### src/rtl/systolic_skew_feeder_if.sv
// ---------------------------------------------------------------------------
// systolic_skew_feeder_if
// Bundles the upstream beat handshake and the array-edge outputs of the
// systolic skew feeder.
//   in_valid / in_ready / in_last : upstream beat handshake
//   in_a / in_b                   : N-lane A column and B row of one k-slice
//   a_edge / b_edge               : skewed lanes to the west / north edges
//   array_en / done               : array-wide enable, completion pulse
//   beat_cnt                      : saturating count of accepted beats
// master = upstream source, slave = feeder.
// ---------------------------------------------------------------------------
interface systolic_skew_feeder_if #(
  parameter int N  = 4,
  parameter int DW = 32,
  parameter int CW = 16
);
  logic            in_valid;
  logic            in_ready;
  logic            in_last;
  logic [N*DW-1:0] in_a;
  logic [N*DW-1:0] in_b;
  logic [N*DW-1:0] a_edge;
  logic [N*DW-1:0] b_edge;
  logic            array_en;
  logic            done;
  logic [CW-1:0]   beat_cnt;

  modport master (
    output in_valid, in_last, in_a, in_b,
    input  in_ready, a_edge, b_edge, array_en, done, beat_cnt
  );

  modport slave (
    input  in_valid, in_last, in_a, in_b,
    output in_ready, a_edge, b_edge, array_en, done, beat_cnt
  );
endinterface

### src/rtl/systolic_skew_feeder.sv
// ---------------------------------------------------------------------------
// systolic_skew_feeder
// Upstream feeder for an N x N systolic multiply array. Accepts one k-slice
// per beat, skews lane i by i cycles onto the west (A) and north (B) edges,
// keeps the array enabled through the drain window and pulses done once the
// last slice has reached PE(N-1,N-1).
// Ports:
//   CLK   : clock, rising edge
//   RST_N : asynchronous active-low reset
//   bus   : systolic_skew_feeder_if.slave (handshake, data, edges, status)
// ---------------------------------------------------------------------------
module systolic_skew_feeder #(
  parameter int N  = 4,
  parameter int DW = 32,
  parameter int CW = 16
) (
  input  logic                  CLK,
  input  logic                  RST_N,
  systolic_skew_feeder_if.slave bus
);

  // Drain lasts 2N-1 cycles: counter loads 2N-2 and counts down to 0.
  localparam int             DCW       = $clog2(2 * N - 1);
  localparam logic [DCW-1:0] DRAIN_LEN = DCW'(2 * N - 2);

  typedef enum logic [1:0] {IDLE, STREAM, DRAIN, DONE} state_t;

  state_t         state_q;
  logic [DCW-1:0] drain_q;
  logic           in_ready_q;
  logic           array_en_q;
  logic           done_q;
  logic [CW-1:0]  beat_cnt_q;
  logic           xfer;

  function automatic logic [CW-1:0] sat_inc(input logic [CW-1:0] v);
    return (&v) ? v : v + CW'(1);
  endfunction

  // in_ready is a registered function of state only.
  assign xfer = bus.in_valid && in_ready_q;

  // ---- control FSM: all outputs registered -------------------------------
  always_ff @(posedge CLK or negedge RST_N) begin
    if (!RST_N) begin
      state_q    <= IDLE;
      drain_q    <= '0;
      in_ready_q <= 1'b1;
      array_en_q <= 1'b0;
      done_q     <= 1'b0;
      beat_cnt_q <= '0;
    end else begin
      done_q <= 1'b0;
      case (state_q)
        IDLE: begin
          if (xfer) begin
            beat_cnt_q <= CW'(1);
            array_en_q <= 1'b1;
            if (bus.in_last) begin
              state_q    <= DRAIN;
              drain_q    <= DRAIN_LEN;
              in_ready_q <= 1'b0;
            end else begin
              state_q <= STREAM;
            end
          end
        end
        STREAM: begin
          if (xfer) begin
            beat_cnt_q <= sat_inc(beat_cnt_q);
            if (bus.in_last) begin
              state_q    <= DRAIN;
              drain_q    <= DRAIN_LEN;
              in_ready_q <= 1'b0;
            end
          end
        end
        DRAIN: begin
          if (drain_q == '0) begin
            state_q    <= DONE;
            array_en_q <= 1'b0;
            done_q     <= 1'b1;
          end else begin
            drain_q <= drain_q - DCW'(1);
          end
        end
        DONE: begin
          state_q    <= IDLE;
          in_ready_q <= 1'b1;
        end
        default: begin
          state_q    <= IDLE;
          in_ready_q <= 1'b1;
          array_en_q <= 1'b0;
        end
      endcase
    end
  end

  // ---- skew chains: lane i is i+1 registers deep ------------------------
  // Stage 0 takes the transferred element, or zero when no beat is accepted,
  // so stalls and the drain window push zero beats into the array.
  for (genvar i = 0; i < N; i++) begin : g_lane
    logic [DW-1:0] a_sr_q [0:i];
    logic [DW-1:0] b_sr_q [0:i];

    always_ff @(posedge CLK or negedge RST_N) begin
      if (!RST_N) begin
        for (int s = 0; s <= i; s++) begin
          a_sr_q[s] <= '0;
          b_sr_q[s] <= '0;
        end
      end else begin
        a_sr_q[0] <= xfer ? bus.in_a[i*DW +: DW] : '0;
        b_sr_q[0] <= xfer ? bus.in_b[i*DW +: DW] : '0;
        for (int s = i; s > 0; s--) begin
          a_sr_q[s] <= a_sr_q[s-1];
          b_sr_q[s] <= b_sr_q[s-1];
        end
      end
    end

    assign bus.a_edge[i*DW +: DW] = a_sr_q[i];
    assign bus.b_edge[i*DW +: DW] = b_sr_q[i];
  end

  assign bus.in_ready = in_ready_q;
  assign bus.array_en = array_en_q;
  assign bus.done     = done_q;
  assign bus.beat_cnt = beat_cnt_q;

endmodule

### src/flat_wrapper.sv
// flat-port wrapper written by rule: the top's interface ports become plain ports
module systolic_skew_feeder_flat 
#(
  parameter int N  = 4,
  parameter int DW = 32,
  parameter int CW = 16
)
  (CLK, RST_N, bus_in_valid, bus_in_last, bus_in_a, bus_in_b, bus_in_ready, bus_a_edge, bus_b_edge, bus_array_en, bus_done, bus_beat_cnt);
  systolic_skew_feeder_if #(.N(N), .DW(DW), .CW(CW)) bus_i ();
  input  logic CLK;
  input  logic RST_N;
  input wire logic [$bits(bus_i.in_valid)-1:0] bus_in_valid;
  input wire logic [$bits(bus_i.in_last)-1:0] bus_in_last;
  input wire logic [$bits(bus_i.in_a)-1:0] bus_in_a;
  input wire logic [$bits(bus_i.in_b)-1:0] bus_in_b;
  output wire logic [$bits(bus_i.in_ready)-1:0] bus_in_ready;
  output wire logic [$bits(bus_i.a_edge)-1:0] bus_a_edge;
  output wire logic [$bits(bus_i.b_edge)-1:0] bus_b_edge;
  output wire logic [$bits(bus_i.array_en)-1:0] bus_array_en;
  output wire logic [$bits(bus_i.done)-1:0] bus_done;
  output wire logic [$bits(bus_i.beat_cnt)-1:0] bus_beat_cnt;
  assign bus_i.in_valid = bus_in_valid;
  assign bus_i.in_last = bus_in_last;
  assign bus_i.in_a = bus_in_a;
  assign bus_i.in_b = bus_in_b;
  assign bus_in_ready = bus_i.in_ready;
  assign bus_a_edge = bus_i.a_edge;
  assign bus_b_edge = bus_i.b_edge;
  assign bus_array_en = bus_i.array_en;
  assign bus_done = bus_i.done;
  assign bus_beat_cnt = bus_i.beat_cnt;
  systolic_skew_feeder #(.N(N), .DW(DW), .CW(CW)) u_core (.CLK(CLK), .RST_N(RST_N), .bus(bus_i));
endmodule
### config.mk
export PLATFORM = sky130hd
export DESIGN_NAME = systolic_skew_feeder_flat
export DESIGN_NICKNAME = d
export VERILOG_FILES = /design/src/rtl/systolic_skew_feeder_if.sv /design/src/rtl/systolic_skew_feeder.sv /design/src/flat_wrapper.sv
export SDC_FILE = /design/constraint.sdc
export NUM_CORES = 1
export LEC_CHECK = 0
export ABC_AREA = 0
export CAP_MARGIN = 20
export CORE_UTILIZATION = 50
export CTS_CLUSTER_SIZE = 30
export DETAILED_ROUTE_END_ITERATION = 10
export GPL_TIMING_DRIVEN = 0
export PLACE_DENSITY = 0.82
export SLEW_MARGIN = 20
export SYNTH_ARGS = -nofsm -noshare
export SYNTH_HDL_FRONTEND = slang
export SYNTH_SLANG_ARGS = --single-unit
### constraint.sdc
create_clock -name CLK -period 2.8 [get_ports CLK]
set_input_delay 0.42 -clock CLK [delete_from_list [all_inputs] [get_ports CLK]]
set_output_delay 0.42 -clock CLK [all_outputs]
set_load 0.1 [all_outputs]
==> metrics.md <==
| Metric | Value |
|---|---|
| Finished Core Util | `71.23%` |
| Top achievable clock speed | `369.5 MHz` |
| Gate power share | `22.8%` |
| Least-Margin Pin Slew | `1158 ps` |
| Sequential power share | `between 40% and 50%` |
| Ys Warns | `0` |
| RSZ-0062 raised after global routing | `no` |
| XOR/XNOR Fraction of Synth Area | `0%` |
| CP delay by family, top | `buffers and inverters` |
| Hold Slack | `328.8 ps` |
| Final Hold Vio Count | `0` |
| DR pass1 iterations | `4` |
| Worst skew pair latency | `580 ps` |
| Root buf cell | `clkbuf_16` |
| Cells after synthesis | `approximately 1300` |
| Pwr/cell area | `876.6 nW/um^2` |
| Starting Density | `50.76%` |
| Syn Nets | `1571` |
| Rows | `between 70 and 80` |
| Final Non-Filler Cells | `2488` |
| Largest net degree at the start of global routing | `between 100 and 150` |
| IO Count | `535` |
| Max-slew violation total from the final report | `0` |
| Setup TNS | `0 ps` |
| Largest family of logic cells by synthesized area | `simple AND/OR/NAND/NOR gates` |
| Setup bufs post-CTS | `0` |
| Total GRT Usage | `24.30%` |
| Drt wl/cell | `20.58 microns` |
| Drt total wl | `51200 microns` |
| CTS clk-pin slew, worst paths | `60 ps` |
| Initial antenna violation count | `11` |
| Post-synthesis cell type count | `41` |
| Final HPWL DP | `33880 microns` |
| Simple-gate area share of the yosys netlist | `under 10%` |
| Period utilisation layout | `96.65%` |
| Worst-path fanout max | `8` |
| Via count | `11920` |
| Status | `complete, no violations` |
| Leakage | `15.24 nW` |
| Cts hold-fix bufs | `1` |
| Vias in the first global route | `13040` |
| Commonest non-fill, non-tap cell in the layout | `dfrtp_1` |
| IO Port Bufs | `534` |
| Area of the multi-input gates | `2419 sq um` |
| Clock tree buffer depth | `3` |
| Max-cap violations | `0` |
| Post-cts resize count | `0` |
| Clock power frac | `34.7%` |
| H-tree depth | `3` |
| VDD IR-drop max | `0.7813 mV` |
| Synth Area in Compound Gates | `1.747%` |
| Crit. End Element | `output port` |
| #FFs+latches synth | `664` |
| Crit path kind | `reg -> out` |
| Clock sink count | `roughly 660` |
| Final Total Pwr | `25.55 mW` |
| Worst slew margin | `22.53%` |
| Core ar. | `40920 sq um` |
| First-pass GRT wire length | `roughly 76000 microns` |
| Endpoints failing setup | `0` |
| DR vias/cell | `4.791` |
| Final worst path period need | `2706 ps` |
| Share of layout cells above drive strength 1 | `16.01%` |
| Register area share after synthesis | `80.00%` |
| Detail Route Antenna Nets | `0` |
| Mux cell area share after synthesis | `less than 1%` |
| Max incr delay on CP | `1200 ps` |
| HP Class | `reg -> reg` |
| Number of remaining DRC errors | `0` |
| FILL cells | `2499` |
| Clock Skew | `19.46 ps` |
| GP Congestion | `0.8837` |
| Mapped Area | `20770 sq um` |
| Die X | `between 200 and 250 microns` |
| Worst path bufs/invs | `1` |
| Arrival time worst endpoint | `2290 ps` |
| Total net switching power | `just over 8 mW` |
| Die height | `around 200 microns` |
| Crit-path cells | `clkdlybuf4s50_1` |
| Gr ovfl total | `0` |
| Cell Int Power | `17.46 mW` |
| Num CTS Buffers | `66` |
| Synthesized area per cell | `15.95 sq um` |
| Die area | `about 42000 sq um` |
| CP startpoint kind | `flop` |
| Area grow syn2layout | `40.35%` |
| Inst Count DP | `between 2000 and 2500` |
| Adder-cell share of the synthesized area | `0.5421%` |
| Final nets | `between 2000 and 2500` |
| DRT iter0 DRCs | `640` |
| Most frequent cells in the layout | `dfrtp_1 (663), clkdlybuf4s50_1 (533), and3_1 (260), buf_4 (193), clkbuf_1 (69)` |
| Worst Path Required | `between 2000 and 2500 ps` |
| CTS tree | `yes` |
| Sequential cell area | `about 17000 sq um` |
| Sw frac | `31.68%` |
| CP max stage cell | `clkdlybuf4s50_1` |
state kept, by name, indices dropped and copies added (netlist names):
name / flops
u_core.g_lane.a_sr_q: 224
u_core.g_lane.b_sr_q: 224
u_core.bus.a_edge: 96
u_core.bus.b_edge: 96
u_core.bus.beat_cnt: 16
u_core.drain_q: 3
u_core.state_q: 2
u_core.bus.array_en: 1
u_core.bus.done: 1
u_core.bus.in_ready: 1
routing by layer:
layer | track usage, % | routed length (microns) | vias to the layer above
met1 | 28.01 | 18620 | 5961
met4 | 13.31 | 2395 | 18
li1 | - | - | 5345
met3 | 7.966 | 3839 | 155
met5 | 0 | 133 | -
met2 | 40.15 | 26210 | 442
cell families after synthesis:
family                     after synthesis
AOI/OAI and AO/OA                       52
adders and majority gates                9
buffers and inverters                  266
DFF                                    664
muxes                                    5
and+or+nand+nor                        306
Yosys cell counts, drive strengths merged:
cell | n | area [sq um]
a211o | 1 | 8.760
a21o | 2 | 15.01
a21oi | 4 | 20.02
a2bb2oi | 2 | 17.52
a31oi | 4 | 25.02
a41oi | 1 | 8.760
and2 | 1 | 6.260
and3 | 260 | 1627
and4 | 3 | 26.28
buf | 199 | 1484
clkbuf | 58 | 217.7
clkinv | 1 | 3.750
dfrtp | 663 | 16590
dfstp | 1 | 26.28
ha | 9 | 112.6
inv | 8 | 30.03
mux2 | 1 | 11.26
mux2i | 4 | 40.04
nand2 | 10 | 37.54
nand2b | 1 | 6.260
nand3 | 9 | 45.04
nand4 | 6 | 50.04
nor2 | 7 | 26.28
nor3 | 3 | 15.01
nor4 | 2 | 27.53
o21a | 2 | 15.01
o21ai | 10 | 50.04
o221ai | 1 | 8.760
o2bb2ai | 2 | 17.52
o31a | 1 | 8.760
o31ai | 20 | 150.1
o41ai | 2 | 17.52
or2 | 3 | 18.77
or3 | 1 | 6.260
power groups by stage:
stage	logic, mW	clock network (mW)	registers (mW)
floorplan	3.26	0	11.7
global placement	5.67	0	11.0
detailed placement	5.80	0	11.0
CTS	5.86	9.05	10.9
global route	6.13	9.41	10.9
finish	5.83	8.87	10.9
area by class of cell:
class                   instances  share of cell area (%)
flip-flops and latches        664                   57.00
repair buffers                541                   18.95
multi-input cells             372                   8.296
clock buffers                  89                   6.412
plain buffers                 257                   5.837
well taps                     532                   2.283
clock inverters                23                   1.090
inverters                       9                  0.1159
diodes                          1                0.008584
path summary, 6_finish.rpt:
check,start,to,slack (ps),cells after the start
worst max register to register,u_core.state_q[1],u_core.bus.beat_cnt[13],580,7
max in group asynchronous,RST_N,u_core.g_lane[2].a_sr_q[59],540,5
worst min-delay path,u_core.g_lane[2].b_sr_q[67],u_core.g_lane[2].b_sr_q[35],330,0
worst min register to register,u_core.g_lane[2].b_sr_q[67],u_core.g_lane[2].b_sr_q[35],330,0
worst max-delay path,u_core.bus.beat_cnt[12],bus_beat_cnt[12],90,1
min in group asynchronous,RST_N,u_core.g_lane[2].a_sr_q[41],480,2
through the flow:
stage,instance area [sq um],setup WS [ps]
after CTS,29150,71.56
after global placement,26780,-25950
final,29150,93.76
after detailed placement,26950,235.8
after global routing,29150,19.34
after floorplan,20770,503.5
Note: power is estimated with default switching activity, not from simulation.
